`config.mk`:
```
export PLATFORM = sky130hd
export DESIGN_NAME = rf_wb_buffer
export DESIGN_NICKNAME = d
export VERILOG_FILES = /design/src/rtl/rf_wb_buffer.sv
export SDC_FILE = /design/constraint.sdc
export NUM_CORES = 1
export LEC_CHECK = 0
export ABC_CLOCK_PERIOD_IN_PS = 2500
export CAP_MARGIN = 20
export CORE_UTILIZATION = 51
export CTS_CLUSTER_SIZE = 30
export DETAILED_ROUTE_END_ITERATION = 8
export PLACE_DENSITY = 0.76
export SETUP_SLACK_MARGIN = 0.05
export SYNTH_ARGS = -nofsm -noshare
export SYNTH_HDL_FRONTEND = slang
export SYNTH_SLANG_ARGS = --single-unit
```
`constraint.sdc`:
```
create_clock -name clk -period 2.5 [get_ports clk]
set_clock_uncertainty 0.05 [all_clocks]
set_input_delay 0.375 -clock clk [delete_from_list [all_inputs] [get_ports clk]]
set_output_delay 0.375 -clock clk [all_outputs]
set_load 0.01 [all_outputs]
```
`src/rtl/rf_wb_buffer.sv`:
```
// Write-back buffer: lane-maps write requests, queues them, and drains one per cycle into the register file.
// Optional RF_WB_BYPASS_EN adds combinational forwarding of pending writes (byp_* ports).
module rf_wb_buffer #(
  parameter int DEPTH = 4,
  parameter int AW    = 5,
  parameter int DW    = 32,
  localparam int CW   = $clog2(DEPTH + 1),
  localparam int PW   = $clog2(DEPTH)
) (
  input  logic          clk,
  input  logic          rst,
  input  logic          in_valid,
  output logic          in_ready,
  input  logic [AW-1:0] in_waddr,
  input  logic [DW-1:0] in_wdata,
  input  logic [1:0]    in_size,
  input  logic [1:0]    in_offset,
  output logic [3:0]    rf_wen,
  output logic [AW-1:0] rf_waddr,
  output logic [DW-1:0] rf_wdata,
  output logic [CW-1:0] count,
`ifdef RF_WB_BYPASS_EN
  input  logic [AW-1:0] byp_addr,
  output logic          byp_hit,
  output logic [3:0]    byp_mask,
  output logic [DW-1:0] byp_data,
`endif
  output logic          align_err
);

  // Handshake: a request transfers when in_valid & in_ready at the rising edge;
  // in_ready depends only on occupancy, never on a same-cycle pop.

  logic [3:0]    mem_wen_q  [DEPTH];
  logic [AW-1:0] mem_addr_q [DEPTH];
  logic [DW-1:0] mem_data_q [DEPTH];

  logic [PW-1:0] wr_ptr_q, rd_ptr_q;
  logic [CW-1:0] count_q;
  logic [3:0]    rf_wen_q;
  logic [AW-1:0] rf_waddr_q;
  logic [DW-1:0] rf_wdata_q;
  logic          align_err_q;

  logic          lane_ok;
  logic [3:0]    lane_wen;
  logic [DW-1:0] lane_data;
  logic          accept, push, pop;

  always_comb begin
    lane_ok   = 1'b0;
    lane_wen  = 4'b0000;
    lane_data = '0;
    case (in_size)
      2'd0: begin
        lane_ok   = 1'b1;
        lane_wen  = 4'b0001 << in_offset;
        lane_data = {4{in_wdata[7:0]}};
      end
      2'd1: begin
        lane_ok   = ~in_offset[0];
        lane_wen  = in_offset[1] ? 4'b1100 : 4'b0011;
        lane_data = {2{in_wdata[15:0]}};
      end
      2'd2: begin
        lane_ok   = (in_offset == 2'd0);
        lane_wen  = 4'b1111;
        lane_data = in_wdata;
      end
      default: lane_ok = 1'b0;
    endcase
  end

  assign in_ready = (count_q != CW'(DEPTH));
  assign accept   = in_valid & in_ready;
  // Misaligned and r0 requests complete the handshake but are never stored.
  assign push     = accept & lane_ok & (in_waddr != '0);
  assign pop      = (count_q != '0);

  always_ff @(posedge clk) begin
    if (push) begin
      mem_wen_q[wr_ptr_q]  <= lane_wen;
      mem_addr_q[wr_ptr_q] <= in_waddr;
      mem_data_q[wr_ptr_q] <= lane_data;
    end
  end

  always_ff @(posedge clk) begin
    if (rst) begin
      wr_ptr_q    <= '0;
      rd_ptr_q    <= '0;
      count_q     <= '0;
      rf_wen_q    <= 4'b0000;
      rf_waddr_q  <= '0;
      rf_wdata_q  <= '0;
      align_err_q <= 1'b0;
    end else begin
      if (push) wr_ptr_q <= wr_ptr_q + PW'(1);
      if (pop) begin
        rf_wen_q   <= mem_wen_q[rd_ptr_q];
        rf_waddr_q <= mem_addr_q[rd_ptr_q];
        rf_wdata_q <= mem_data_q[rd_ptr_q];
        rd_ptr_q   <= rd_ptr_q + PW'(1);
      end else begin
        rf_wen_q <= 4'b0000;
      end
      case ({push, pop})
        2'b10:   count_q <= count_q + CW'(1);
        2'b01:   count_q <= count_q - CW'(1);
        default: count_q <= count_q;
      endcase
      if (accept && !lane_ok) align_err_q <= 1'b1;
    end
  end

  assign rf_wen    = rf_wen_q;
  assign rf_waddr  = rf_waddr_q;
  assign rf_wdata  = rf_wdata_q;
  assign count     = count_q;
  assign align_err = align_err_q;

`ifdef RF_WB_BYPASS_EN
  logic [PW-1:0] byp_idx;

  // Scan oldest to youngest so the youngest match overwrites earlier ones.
  always_comb begin
    byp_hit  = 1'b0;
    byp_mask = 4'b0000;
    byp_data = '0;
    byp_idx  = '0;
    if (byp_addr != '0) begin
      if (rf_wen_q != 4'b0000 && rf_waddr_q == byp_addr) begin
        byp_hit  = 1'b1;
        byp_mask = rf_wen_q;
        byp_data = rf_wdata_q;
      end
      for (int i = 0; i < DEPTH; i++) begin
        byp_idx = rd_ptr_q + PW'(i);
        if (CW'(i) < count_q && mem_addr_q[byp_idx] == byp_addr) begin
          byp_hit  = 1'b1;
          byp_mask = mem_wen_q[byp_idx];
          byp_data = mem_data_q[byp_idx];
        end
      end
    end
  end
`endif

endmodule
```
After elaboration in Yosys (flattened, before gate mapping)
Memory sizes are Yosys's and may differ from the RTL's. A register that Yosys moved wholly into a read port is not among the register bits.
Cells that the tools add are included.
{"block": "word_totals", "regBits": 8, "input_bits": 44, "elab_cells": 37, "ram_bits": 164, "out_inout_bits": 46, "memories": 3}
{"name": "mem_data_q", "depth": 4, "width": 32, "rd": 1, "rd_clocked_by_memory_dff": 1, "write_ports": 1, "line_no": "36", "text": "logic [DW-1:0] mem_data_q [DEPTH];"}
{"name": "mem_addr_q", "depth": 4, "width": 5, "rd": 1, "rd_clocked_by_memory_dff": 1, "write_ports": 1, "line_no": "35", "text": "logic [AW-1:0] mem_addr_q [DEPTH];"}
{"name": "mem_wen_q", "depth": 4, "width": 4, "rd": 1, "rd_clocked_by_memory_dff": 1, "write_ports": 1, "line_no": "34", "text": "logic [3:0] mem_wen_q [DEPTH];"}
{"block": "classes", "n_bitwise": 5, "mux": 7, "addsub": 4, "n_eq_ne": 5, "shift": 1, "n_reduce_logical": 8}
{"operator": "32-bit one-hot mux with 3 select lines", "n": 1}
{"operator": "4-bit one-hot mux with 3 select lines", "n": 1}
{"operator": "3-bit one-hot mux with 2 select lines", "n": 1}
{"operator": "5-bit nonzero test", "n": 1}
{"operator": "2-bit by 1-bit adder with 2-bit output (second input constant)", "n": 2}
{"operator": "2-bit by 1-bit equality test with 1-bit output (second input constant)", "n": 2}
{"operator": "2-bit equality test (second input constant)", "n": 2}
{"operator": "2-bit zero test", "n": 2}
{"operator": "4-bit 2-to-1 mux", "n": 1}
{"operator": "1-bit by 2-bit left shift with 4-bit output (first input constant)", "n": 1}
{"operator": "3-bit by 1-bit adder with 3-bit output (second input constant)", "n": 1}
{"operator": "1-bit bitwise AND", "n": 3}
{"operator": "3-bit != test (second input constant)", "n": 1}
{"operator": "1-bit one-hot mux with 3 select lines", "n": 1}
{"operator": "3-bit nonzero test", "n": 1}
{"operator": "3-bit by 1-bit subtractor with 3-bit output (second input constant)", "n": 1}
{"operator": "1-bit 2-to-1 mux", "n": 2}
{"operator": "1-bit inverter", "n": 2}
{"operator": "2-bit nonzero test", "n": 1}
{"operator": "2-bit OR reduction", "n": 1}
{"operator": "1-bit logical AND", "n": 1}
{"operator": "1-bit zero test", "n": 1}

Longest topological paths before layout
{"block": "depth", "ltp_word": 6, "depth_mapped": 10, "mapped_depth_nobuf": 9}

Worst setup path before layout
No wires, ideal clock.
{"block": "synth_timing", "kind": "register to register", "startpoint": "register count_q[0], in the netlist count[0]", "endpoint": "memory mem_addr_q[2][0] (enable)", "setup_time_ps": 402, "stages_incl_launch_ff": 5, "arrival_time_ps": 2115, "required_ps": 2048, "n_path_buf": 0, "period_less_slack_ps": 2567, "path_slack_ps": -67, "path_cell_list": "dfxtp_1 > or3b_1 > nand2_1 > nor3_4 > and2_1"}
{"block": "synth_between", "elab_chain_cells": 6}
{"item": "start, declared", "line_no": "39", "text": "logic [CW-1:0] count_q;"}
{"item": "start signal, assigned", "line_no": "108", "text": "2'b10: count_q <= count_q + CW'(1);"}
{"item": "start signal, assigned", "line_no": "109", "text": "2'b01: count_q <= count_q - CW'(1);"}
{"item": "start signal, assigned", "line_no": "110", "text": "default: count_q <= count_q;"}
{"item": "3-bit != test", "line_no": "74", "text": "assign in_ready = (count_q != CW'(DEPTH));"}
{"item": "named net in_ready", "line_no": "13", "text": "output logic in_ready,"}
{"item": "1-bit bitwise AND", "line_no": "75", "text": "assign accept = in_valid & in_ready;"}
{"item": "1-bit bitwise AND (2 in a row)", "line_no": "77", "text": "assign push = accept & lane_ok & (in_waddr != '0);"}
{"item": "1-bit 2-to-1 mux", "line_no": "81", "text": "if (push) begin"}
{"item": "1-bit 2-to-1 mux (implied by the code)", "line_no": "83", "text": "mem_addr_q[wr_ptr_q] <= in_waddr;"}
{"item": "end, declared", "line_no": "35"}
The timed path passes the listed nets, and every way through them passes these cells.

Worst setup path in the final report
{"block": "layout_timing", "startpoint": "input in_size[0]", "endpoint": "register count_q[2], in the netlist count[2]"}
{"block": "layout_between", "elab_chain_cells": 6, "elab_cells_between_ends": 10, "cone_classes": "eq/ne (4); mux (2); bitwise (2); reduce/logical (2)"}
{"item": "start, declared", "line_no": "16", "text": "input logic [1:0] in_size,"}
{"item": "2-bit equality test (tied with other cells)", "line_no": "54", "text": "case (in_size)"}
{"item": "1-bit one-hot mux with 3 select lines (*)", "line_no": "54"}
{"item": "1-bit bitwise AND (*) (2 in a row)", "line_no": "77"}
{"item": "2-bit by 1-bit equality test with 1-bit output / 2-bit equality test (equally long branches)", "line_no": "107", "text": "case ({push, pop})"}
{"item": "3-bit one-hot mux with 2 select lines / 2-bit nonzero test (equally long branches)"}
Every way passes the cells marked *; elsewhere a longest branch is shown, timed or not.
A chain may end at the register's enable or synchronous reset.

==> out/qor.yml <==
htreeDepth: 1
yosys_warnings: 0
p_sw_share_pct: 27.8
post-place-ws_ns: -0.204
die_h_um: 129
cellLeakagePower_nw: 3.57
critical_path_required_ns: 2.87
status: "finished clean"
drive_gt1_share_pct: 18.3
drc: 0
die_area_mm2: 0.0168
grt_start_max_net_pins: 42
grt_pass1_wl_mm: 26.5
rows: 46
setup_tns_ns: 0
port_buffers: 89
critPathMaxFanout: 4
antenna_cells: 0
p_seq_share_pct: 44.0
postCtsSetupRepairBufs: 0
worstSkewPairLatency_ns: 0.49
track_usage_pct: 21.5
drt_iter0_drc: 440
crit_arrival_ns: 2.60
tightest_slew_ns: 0.678
critPathLaunchType: "input pin"
critPathCaptureType: "register"
fin_crit_sh_pct: 89.3
path_class: "in2reg"
path_clk_slew_ns: 0.06
fp.coreArea_mm2: 0.0159
dp_cells: 829
gp_congestion: 0.801
critical_path.top_delay_family: "simple AND/OR/NAND/NOR gates"
overflow: 0
cts_buffers: 21
setup_slack_ns: 0.268
crit_buf_inv: 2
crit_slowest_cell: "clkdlybuf4s50_1"
die_w_um: 129
hold_path.class: "in2reg"
stdcell_count: 866
most-common-layout-cells: "edfxtp_1, clkdlybuf4s50_1, nand2_1"
drtAntennaViolNets: 0
maxCapViolCount: 0
cts_tree: "built"
clock_sinks: 213
num_vias: 4826
first_pass_iters: 5
ir_drop_mv: 0.643
cts_max_path_buffers: 3
viasPerCell: 5.57
slowest_delay_ns: 0.49
synth_seq_cells: 213
antenna_found_initial: 0
final_util_pct: 64.8
clkPwrFrac_pct: 28.5
finalHoldViolations: 0
syn_inst: 525
final_nets: 686
relSlewSlack_pct: 54.3
io_pins: 90
period_needed_ns: 2.23
grt_pass1_vias: 4880
setup_viol: 0
path_cells: "clkdlybuf4s50_1 > nor3_2 > nor2_4 > nor3_4 > inv_1 > ha_1 > fa_1 > xnor2_1 > or3_1 > a21oi_1"
slew_violations: 0
p_switching_mw: 2.85
cts_root_buffer: "clkbuf_16"
rsz0062_at_grt: "no"
routed_wl_mm: 17.2
fillers: 1105
start_util_pct: 52.1
combPwrFrac_pct: 27.5
fmax_ghz: 0.448
synthToLayoutAreaGrowth_pct: 24.3
final_common_cell: "edfxtp_1"
hpwl_mm: 10.7
wire_per_inst_um: 19.9
synth_cell_types: 34
syn_area_mm2: 0.00828
power_density_mw_per_mm2: 995
ys_seq_area_share_pct: 71.3
synth_area_per_cell_um2: 15.8
synth_nets: 575
p_int_mw: 7.39
## logic make-up after synthesis
family	share of synthesized area (%)
muxes	12.7
DFF	71.3
xor gates and xnor gates	0.317
adders and majority gates	0.997
buffers and inverters	2.64
AOI/OAI and AO/OA	5.36
and+or+nand+nor	6.72
## cells in the mapped netlist
cell type	n	area, um2
clkbuf_1	16	60.1
o21ai_0	12	60.1
fa_1	1	20.0
buf_4	1	7.51
mux4_2	41	923
or4_4	1	11.3
edfxtp_1	164	4920
or3b_1	1	8.76
nand2b_1	2	12.5
dfxtp_1	49	981
buf_2	10	50.1
nor2_1	17	63.8
ha_1	5	62.6
xnor2_1	1	8.76
o31ai_1	1	7.51
nor3b_1	5	37.5
nand2_1	87	327
buf_6	4	45.0
mux2i_1	11	110
inv_1	12	45.0
nor3_4	1	16.3
a21o_1	14	105
nor2_4	2	22.5
inv_2	1	3.75
mux2_4	1	15.0
xor2_1	2	17.5
and2_1	4	25.0
buf_1	2	7.51
or3_1	1	6.26
a31oi_1	1	6.26
a21oi_1	50	250
o21a_1	2	15.0
nor2b_1	1	6.26
nor3_2	2	20.0
## power groups by stage
stage / sequential, mW / clock (mW) / combinational, mW
finish: 4.51 / 2.92 / 2.82
global route: 4.56 / 3.11 / 3.04
CTS: 4.51 / 2.98 / 2.86
detailed placement: 4.58 / 0 / 2.82
global placement: 4.55 / 0 / 2.79
floorplan: 4.64 / 0 / 1.54
## per-layer routing
metal  global-route usage [%]  up-vias  part of all wire (%)
li1                         -     2175                     -
met1                     27.6     2415                    41
met2                     36.6      198                    50
met3                     3.88       38                   6.4
met4                     8.21        0                   2.6
met5                        0        -                     0
## through the flow
step	hold WS (ns)	area, um2	total power [mW]
2_1_floorplan	0.424	8290	6.18
3_3_place_gp	0.391	9660	7.34
3_5_place_dp	0.396	9660	7.40
4_1_cts	0.236	10300	10.3
5_1_grt	0.256	10300	10.7
6_report	0.239	10300	10.2
## final timing paths
path                 endpoint         from  slack, ns  depth (start not counted)
setup reg to reg     count[2]     count[2]       0.30                          9
hold reg to reg   rf_wdata[0]  rf_wdata[0]       0.40                          2
setup / recovery     count[2]   in_size[0]       0.27                         10
hold / removal    rd_ptr_q[1]          rst       0.24                          2
## state kept, by name (all words and copies together) (netlist names)
name / cells
rd_ptr_q: 2
rf_wen: 4
mem_data_q: 128
mem_wen_q: 16
rf_wdata: 32
rf_waddr: 5
wr_ptr_q: 2
count: 3
mem_addr_q: 20
align_err: 1
## area by class of cell
cell class                 instances  area (um2)  share of cell area (%)
sequential                       213        5910                    57.4
multi-input combinational        266        2170                    21.1
timing repair buffer             121        1260                    12.3
clock buffer                      27         558                    5.42
tap                              216         270                    2.62
clock inverter                    10        76.3                   0.741
inverter                          13        48.8                   0.474
## repair_timing
action	CTS	global route
hold buffers	0	0
endpoints found under the setup margin	0	1
resized for setup	0	1
Note: power is estimated with default switching activity, not from simulation.
